[src/rtl/midi_note_parser_pkg.sv]
// Shared MIDI constants, FSM state encoding and byte classification for the note parser.
// Imported by the status decoder and the parser top.
package midi_note_parser_pkg;

   localparam logic [3:0] NOTE_OFF = 4'h8;
   localparam logic [3:0] NOTE_ON  = 4'h9;
   localparam logic [3:0] POLY_AT  = 4'hA;
   localparam logic [3:0] CC       = 4'hB;
   localparam logic [3:0] PROG     = 4'hC;
   localparam logic [3:0] CH_AT    = 4'hD;
   localparam logic [3:0] PBEND    = 4'hE;

   localparam logic [7:0] BYTE_SYS = 8'hF0;
   localparam logic [7:0] BYTE_RT  = 8'hF8;

   typedef enum logic [2:0] {
      ST_IDLE,
      ST_D1,
      ST_D2,
      ST_SKIP1,
      ST_SKIP2
   } state_e;

   typedef enum logic [1:0] {
      CLS_DATA,
      CLS_STATUS,
      CLS_SYS,
      CLS_RT
   } byte_class_e;

   function automatic byte_class_e classify(input logic [7:0] b);
      if (b >= BYTE_RT)       return CLS_RT;
      else if (b >= BYTE_SYS) return CLS_SYS;
      else if (b[7])          return CLS_STATUS;
      else                    return CLS_DATA;
   endfunction

endpackage

[src/rtl/midi_note_parser_if.sv]
// Byte stream in, note events out. The parser takes the slave side, the byte source the master side.
interface midi_note_parser_if;
   logic [7:0] i_byte;
   logic       i_byte_valid;
   logic [6:0] o_note;
   logic [6:0] o_velocity;
   logic       o_gate;
   logic       o_note_on;
   logic       o_note_off;
   logic       o_err;

   modport slave (
      input  i_byte, i_byte_valid,
      output o_note, o_velocity, o_gate, o_note_on, o_note_off, o_err
   );

   modport master (
      output i_byte, i_byte_valid,
      input  o_note, o_velocity, o_gate, o_note_on, o_note_off, o_err
   );
endinterface

[src/rtl/midi_note_parser_status_decode.sv]
// Combinational status-byte decoder: tells whether a channel status byte starts a note message
// for this parser, and otherwise how many data bytes to skip.
module midi_status_decode
   import midi_note_parser_pkg::*;
#(
   parameter logic [3:0] CHANNEL = 4'd0,
   parameter bit         OMNI    = 1'b0
) (
   input  logic [7:0] status_i,
   output logic       is_note_o,
   output logic [1:0] skip_len_o
);

   logic chan_match;

   assign chan_match = OMNI || (status_i[3:0] == CHANNEL);

   always_comb begin
      is_note_o  = 1'b0;
      skip_len_o = 2'd2;
      unique case (status_i[7:4])
         NOTE_OFF, NOTE_ON: begin
            is_note_o  = chan_match;
            skip_len_o = 2'd2;
         end
         PROG, CH_AT:         skip_len_o = 2'd1;
         POLY_AT, CC, PBEND:  skip_len_o = 2'd2;
         default:             skip_len_o = 2'd2;
      endcase
   end

endmodule

[src/rtl/midi_note_parser.sv]
// Monophonic MIDI note parser: running status, channel filtering and real-time byte transparency,
// producing last-note-priority note/velocity/gate plus single-cycle event pulses.
module midi_note_parser
   import midi_note_parser_pkg::*;
#(
   parameter logic [3:0] CHANNEL = 4'd0,
   parameter bit         OMNI    = 1'b0
) (
   input  logic                i_clk,
   input  logic                i_rst,
   midi_note_parser_if.slave   bus
);

   state_e      state_q, state_d;
   logic        is_on_q, is_on_d;
   logic [1:0]  skip_len_q, skip_len_d;
   logic [6:0]  key_q, key_d;
   logic [6:0]  note_q, note_d;
   logic [6:0]  vel_q, vel_d;
   logic        gate_q, gate_d;
   logic        on_q, on_d;
   logic        off_q, off_d;
   logic        err_q, err_d;

   logic        dec_is_note;
   logic [1:0]  dec_skip_len;
   byte_class_e byte_cls;

   midi_status_decode #(
      .CHANNEL (CHANNEL),
      .OMNI    (OMNI)
   ) u_decode (
      .status_i   (bus.i_byte),
      .is_note_o  (dec_is_note),
      .skip_len_o (dec_skip_len)
   );

   assign byte_cls = classify(bus.i_byte);

   always_comb begin
      // NOTE: every always_comb output gets a default first, so no path can infer a latch.
      state_d    = state_q;
      is_on_d    = is_on_q;
      skip_len_d = skip_len_q;
      key_d      = key_q;
      note_d     = note_q;
      vel_d      = vel_q;
      gate_d     = gate_q;
      on_d       = 1'b0;
      off_d      = 1'b0;
      err_d      = 1'b0;

      if (bus.i_byte_valid) begin
         unique case (byte_cls)
            CLS_RT:  ;
            CLS_SYS: state_d = ST_IDLE;
            CLS_STATUS: begin
               is_on_d    = (bus.i_byte[7:4] == NOTE_ON);
               skip_len_d = dec_skip_len;
               state_d    = dec_is_note ? ST_D1 : ST_SKIP1;
            end
            CLS_DATA: begin
               unique case (state_q)
                  ST_IDLE: err_d = 1'b1;
                  ST_D1: begin
                     key_d   = bus.i_byte[6:0];
                     state_d = ST_D2;
                  end
                  ST_D2: begin
                     state_d = ST_D1;
                     // A note-on with zero velocity is a note-off by MIDI convention.
                     if (is_on_q && (bus.i_byte[6:0] != 7'd0)) begin
                        note_d = key_q;
                        vel_d  = bus.i_byte[6:0];
                        gate_d = 1'b1;
                        on_d   = 1'b1;
                     end else if (gate_q && (key_q == note_q)) begin
                        gate_d = 1'b0;
                        off_d  = 1'b1;
                     end
                  end
                  ST_SKIP1: state_d = (skip_len_q == 2'd2) ? ST_SKIP2 : ST_SKIP1;
                  ST_SKIP2: state_d = ST_SKIP1;
                  default:  state_d = ST_IDLE;
               endcase
            end
            default: ;
         endcase
      end
   end

   always_ff @(posedge i_clk or posedge i_rst) begin
      if (i_rst) begin
         state_q    <= ST_IDLE;
         is_on_q    <= 1'b0;
         skip_len_q <= 2'd0;
         key_q      <= 7'd0;
         note_q     <= 7'd0;
         vel_q      <= 7'd0;
         gate_q     <= 1'b0;
         on_q       <= 1'b0;
         off_q      <= 1'b0;
         err_q      <= 1'b0;
      end else begin
         // NOTE: non-blocking assignments keep every register sampling pre-edge values.
         state_q    <= state_d;
         is_on_q    <= is_on_d;
         skip_len_q <= skip_len_d;
         key_q      <= key_d;
         note_q     <= note_d;
         vel_q      <= vel_d;
         gate_q     <= gate_d;
         on_q       <= on_d;
         off_q      <= off_d;
         err_q      <= err_d;
      end
   end

   assign bus.o_note     = note_q;
   assign bus.o_velocity = vel_q;
   assign bus.o_gate     = gate_q;
   assign bus.o_note_on  = on_q;
   assign bus.o_note_off = off_q;
   assign bus.o_err      = err_q;

endmodule
[src/flat_wrapper.sv]
// flat-port wrapper written by rule: the top's interface ports become plain ports
module midi_note_parser_flat import midi_note_parser_pkg::*;
#(
   parameter logic [3:0] CHANNEL = 4'd0,
   parameter bit         OMNI    = 1'b0
)
  (i_clk, i_rst, bus_i_byte, bus_i_byte_valid, bus_o_note, bus_o_velocity, bus_o_gate, bus_o_note_on, bus_o_note_off, bus_o_err);
  midi_note_parser_if bus_i ();
  input  logic i_clk;
  input  logic i_rst;
  input wire logic [$bits(bus_i.i_byte)-1:0] bus_i_byte;
  input wire logic [$bits(bus_i.i_byte_valid)-1:0] bus_i_byte_valid;
  output wire logic [$bits(bus_i.o_note)-1:0] bus_o_note;
  output wire logic [$bits(bus_i.o_velocity)-1:0] bus_o_velocity;
  output wire logic [$bits(bus_i.o_gate)-1:0] bus_o_gate;
  output wire logic [$bits(bus_i.o_note_on)-1:0] bus_o_note_on;
  output wire logic [$bits(bus_i.o_note_off)-1:0] bus_o_note_off;
  output wire logic [$bits(bus_i.o_err)-1:0] bus_o_err;
  assign bus_i.i_byte = bus_i_byte;
  assign bus_i.i_byte_valid = bus_i_byte_valid;
  assign bus_o_note = bus_i.o_note;
  assign bus_o_velocity = bus_i.o_velocity;
  assign bus_o_gate = bus_i.o_gate;
  assign bus_o_note_on = bus_i.o_note_on;
  assign bus_o_note_off = bus_i.o_note_off;
  assign bus_o_err = bus_i.o_err;
  midi_note_parser #(.CHANNEL(CHANNEL), .OMNI(OMNI)) u_core (.i_clk(i_clk), .i_rst(i_rst), .bus(bus_i));
endmodule
[config.mk]
export PLATFORM = sky130hd
export DESIGN_NAME = midi_note_parser_flat
export DESIGN_NICKNAME = d
export VERILOG_FILES = /design/src/rtl/midi_note_parser_pkg.sv /design/src/rtl/midi_note_parser_if.sv /design/src/rtl/midi_note_parser_status_decode.sv /design/src/rtl/midi_note_parser.sv /design/src/flat_wrapper.sv
export SDC_FILE = /design/constraint.sdc
export NUM_CORES = 1
export LEC_CHECK = 0
export ABC_AREA = 1
export ABC_CLOCK_PERIOD_IN_PS = 1820
export CELL_PAD_IN_SITES_DETAIL_PLACEMENT = 0
export CELL_PAD_IN_SITES_GLOBAL_PLACEMENT = 2
export CORE_MARGIN = 1
export CORE_UTILIZATION = 29
export DETAILED_ROUTE_END_ITERATION = 7
export HOLD_SLACK_MARGIN = 0.1
export PLACE_DENSITY = 0.83
export SLEW_MARGIN = 20
export SYNTH_ARGS = -nofsm -noshare
export SYNTH_HDL_FRONTEND = slang
export SYNTH_SLANG_ARGS = --single-unit
[constraint.sdc]
create_clock -name i_clk -period 1.82 [get_ports i_clk]
set_input_delay 0.455 -clock i_clk [delete_from_list [all_inputs] [get_ports i_clk]]
set_output_delay 0.455 -clock i_clk [all_outputs]
set_load 0.01 [all_outputs]
**Word-level counts from Yosys, hierarchy flattened**

Index checks and enable logic that the tools add are counted.

- Bits in registers: 31
- Latch bits: 0
- Bits in writable memories: 0
- ROM bits: 0
- Input port bits: 11
- Output and inout bits: 18
- Logic and storage cells: 63
- Memories kept: 0

- $add $sub $neg: 0
- Multipliers: 0
- Div/mod/pow operators: 0
- $lt $le $gt $ge: 2
- Equal/unequal tests: 13
- Shift-type cells: 0
- Mux-type cells: 23
- Bitwise operators: 0
- Reductions and logical operators: 15

Operator list:

| operator | count |
|---|---|
| $eq A4 B4 Y1 const B | 4 |
| $ge A8 B8 Y1 const B | 2 |
| $mux W1 | 16 |
| $pmux W3 S5 | 1 |
| $pmux W3 S3 | 1 |
| $mux W2 | 4 |
| $reduce_and A4 Y1 | 2 |
| $eq A7 B7 Y1 | 1 |
| $reduce_bool A7 Y1 | 1 |
| $eq A3 B2 Y1 const B | 2 |
| $reduce_and A3 Y1 | 2 |
| $eq A2 B2 Y1 const B | 2 |
| $logic_not A4 Y1 | 1 |
| $reduce_or A2 Y1 | 2 |
| $eq A3 B1 Y1 const B | 1 |
| $eq A3 B3 Y1 const B | 1 |
| $logic_not A3 Y1 | 1 |
| $mux W3 | 1 |
| $reduce_bool A3 Y1 | 1 |
| $eq A2 B1 Y1 const B | 1 |
| $logic_and A1 B1 Y1 | 2 |
| $logic_not A2 Y1 | 1 |
| $ne A2 B2 Y1 const B | 1 |
| $reduce_and A2 Y1 | 1 |
| $reduce_bool A2 Y1 | 1 |

**Depth between registers and ports, before layout**

- Depth after elaboration: 7
- Gate-level depth with buffers: 8
- Gate-level depth less buffers: 8

**Modules after synthesis**

From an unflattened synthesis, not the netlist that was laid out.

- Cell total of the unflattened synthesis: 196
- Area total of the unflattened synthesis: 1546.5 sq um

By module, submodules not included:

| module | instances | cells each | area an instance (sq um) | seq. area each (sq um) |
|---|---|---|---|---|
| midi_note_parser | 1 | 186 | 1506.4 | 775.7 |
| midi_status_decode | 1 | 10 | 40.0 | 0.0 |

**Worst setup path before layout**

No wires, ideal clock.

- Path kind: register -> register
- Start: register u_core.state_q[0]
- End: register u_core.note_q[1], in the netlist u_core.bus.o_note[1]
- Setup time: 118 ps
- Data arrival time: 1156 ps
- Required time: 1702 ps
- Slack: 547 ps
- Cell stages (with the launch flop): 7
- Path buffers: 1
- Period minus slack after synthesis: 1273 ps
- Path through: dfrtp_1 -> nor3_2 -> and2_4 -> nand3_4 -> buf_6 -> nand2_1 -> o21ai_2

- Cells in the longest elaborated chain, start to end: 2

Ends and longest elaborated chain:

| element | RTL line | RTL |
|---|---|---|
| from (decl) | midi_note_parser.sv:14 | `state_e state_q, state_d;` |
| from (signal assigned) | midi_note_parser.sv:106 | `state_q <= state_d;` |
| $eq A3 B2 Y1 | midi_note_parser.sv:63 | `unique case (state_q)` |
| $reduce_and A4 Y1 (no line) | -- |  |
| to (signal assigned) | midi_note_parser.sv:110 | `note_q <= note_d;` |
| to (decl) | midi_note_parser.sv:18 | `logic [6:0] note_q, note_d;` |

Every way passes these cells.
A chain may end at the register's enable or synchronous reset.

**Worst setup path after layout**

- Start: register u_core.note_q[6], in the netlist u_core.bus.o_note[6]
- End: output bus_o_note[6]

RTL lines:

| element | RTL line | RTL |
|---|---|---|
| to (decl) | flat_wrapper.sv:13 | `output wire logic [$bits(bus_i.o_note)-1:0] bus_o_note;` |

No word-level cell between the ends.

==> impl_metrics.ini <==
[synthesis]
synth_edf_count = 0
postSynthAreaPerCell_sq_um = 8.07
synthArstFlopShare = 1.00
netlist_area_sq_um = 1530
synth.net_count = 201
ys_seq_elements = 31
synthCells = 190
synth-seq-area-share = 0.506
synth_top_area_frac = 0.506
yosys_warnings = 0
synth_top_area_cell = dfrtp_1
ys.flop_type = dfrtp_1
ys_top_cells_by_count = nand2_1 (67), dfrtp_1 (31), inv_1 (26), nor2_1 (16), o21ai_2 (12)
ys_types = 20
netlist_top_cells_area = dfrtp_1 (51%), nand2_1 (16%), o21ai_2 (6.9%)
post-synth-top-count-cell = nand2_1

[power]
p_comb_frac = 0.298
p_sw_mw = 0.789
power.density_nw_per_um2 = 1130
ir_drop_uv = 484
p_int_mw = 1.59
power.total_mw = 2.38
p_sw_frac = 0.332
pwr-share-seq = 0.416
power.leakage_nw = 1.05
clkPwrFrac = 0.287

[floorplanning]
die_w_microns = 74.7
die_h_microns = 74.7
die-area_sq_um = 5580
rows = 26
core_sq_um = 5110
num_io_pins = 29
initial_core_util = 0.300

[drt]
viasPerCell = 4.19
drcViolationCount = 0
routed_wl_microns = 3240
wire_per_inst_microns = 10.5
top_layer = met4
drtIter0Drc = 34
drtPass1Iterations = 4
wl_met3_microns = 132
antenna_left = 0
wl_met1_microns = 1630
wl_met2_microns = 1410
vias = 1291

[status]
outcome = finished clean

[clock_tree]
clock_sinks = 31
cts_buffers = 5
cts_root_buffer = clkbuf_8
cts_buffer_depth = 2
clk_latency_ns = 0.29
ctsResizeCount = 0
cts_setup_buffers = 0
clk_pin_slew_ns = 0.08
cts_tree = built
hold_buffers = 0
h-tree-depth = 2

[final_layout]
multi_input_area_sq_um = 629
fin_cells = 308
register_area_sq_um = 776
syn2layout_area_growth_pct = 37.7
layout-drive-gt1-share = 0.172
nets = 248
fillers = 536
antenna_cells = 0

[sta]
slew_viol_final = 0
slew_headroom = 0.737
worst_slack_ns = 0.0928
hold_ws_ns = 0.487
timing_hold_violations_final = 0
finalCritPeriodShare = 0.949
fin_skew_ns = 0.0114
max_slew.worst_pin.slew_ns = 0.394
tns_ns = 0
layout_min_cycle_time_ns = 1.73
rsz0062_at_grt = no
fmax_ghz = 0.579
setup_viol = 0

[critical_path]
crit_fanout = 4
cp_slowest_cell = clkdlybuf4s50_1
endpoint_kind = primary output
path_class = reg -> out
required_ns = 1.36
cpPeakStageDelay_ns = 0.56
critPathTopFamily = buffers and inverters
worstPathArrival_ns = 1.27
crit_path_start_kind = flip-flop
cp_cell_sequence = clkdlybuf4s50_1
cp_num_buf_inv = 1

[place]
dp_cells = 300
portBuffers = 28
dpl_worst_slack_ns = -0.00281
dp.final_hpwl_microns = 2500
gp_congestion = 0.757

[global_route]
grt_max_degree = 32
grt-ovfl-total = 0
grt_pass1_wl_microns = 5580
antenna_found_initial = 0
grt_util_all_layers = 0.135
grt_pass1_vias = 1227

[hold_path]
hold_class = reg -> reg

[job]
max_cap_violations = 0
-- cells in the final DEF, fill, tap and decap left out, types with 2 or more instances in the layout --
cell and instances:
a21oi_1 2, buf_4 14, clkbuf_8 5, clkdlybuf4s50_1 28, dfrtp_1 31, inv_1 26
nand2_1 67, nand3_1 8, nand4_1 4, nor2_1 16, o21ai_0 11, o21ai_2 12
xnor2_1 2
-- final timing paths --
| kind | from | endpoint | slack (ns) | depth (start not counted) |
|---|---|---|---|---|
| setup / recovery | u_core.bus.o_note[6] | bus_o_note[6] | 0.09 | 1 |
| hold / removal | u_core.bus.o_velocity[0] | u_core.bus.o_velocity[0] | 0.49 | 2 |
| setup reg to reg | u_core.state_q[0] | u_core.bus.o_velocity[1] | 0.45 | 6 |
| hold reg to reg | u_core.bus.o_velocity[0] | u_core.bus.o_velocity[0] | 0.49 | 2 |
| max in group asynchronous | i_rst | u_core.bus.o_note[4] | 0.98 | 3 |
| min in group asynchronous | i_rst | u_core.key_q[0] | 0.54 | 3 |
-- routing by layer --
metal	track usage	vias up
met4	0.0608	0
met1	0.184	574
met3	0.0348	6
li1	-	683
met5	0	-
met2	0.200	28
-- final cells by class --
class,count,area share
Inverter,27,0.0480
Tap cell,70,0.0415
Clock buffer,5,0.0326
Timing Repair Buffer,43,0.192
Multi-Input combinational cell,129,0.298
Sequential cell,31,0.367
Clock inverter,3,0.0207
-- through the flow --
step,util,cell area (sq um)
global route,0.414,2110
finish,0.414,2110
detailed placement,0.391,2000
floorplan,-,1530
CTS,0.414,2110
global placement,0.391,2000
-- flip-flops by register name (all words and copies together) (netlist names), 2 cells and up --
signal,count
u_core.state_q,3
u_core.key_q,7
u_core.bus.o_note,7
u_core.bus.o_velocity,7
u_core.skip_len_q,2
-- power by group through the flow --
stage | combinational (mW) | sequential (mW) | clock, mW
global route | 0.818 | 1.01 | 0.731
finish | 0.708 | 0.989 | 0.683
floorplan | 0.441 | 0.998 | 0
global placement | 0.720 | 1.00 | 0
CTS | 0.722 | 0.992 | 0.700
detailed placement | 0.718 | 1.00 | 0
-- worst min-delay path, cell delays in order (launching register included) --
cell	delay, ns
dfrtp_1	0.35
nand2_1	0.06
o21ai_2	0.05
-- cells by family (layout without fill, tap and decap cells) --
| logic type | count (synthesis) | in the layout | synth area share |
|---|---|---|---|
| and+or+nand+nor | 101 | 101 | 0.282 |
| DFF | 31 | 31 | 0.506 |
| buffers and inverters | 30 | 78 | 0.0840 |
| AOI/OAI and AO/OA | 25 | 25 | 0.111 |
| xor gates and xnor gates | 3 | 3 | 0.0171 |
(Power assumes the default switching activity.)
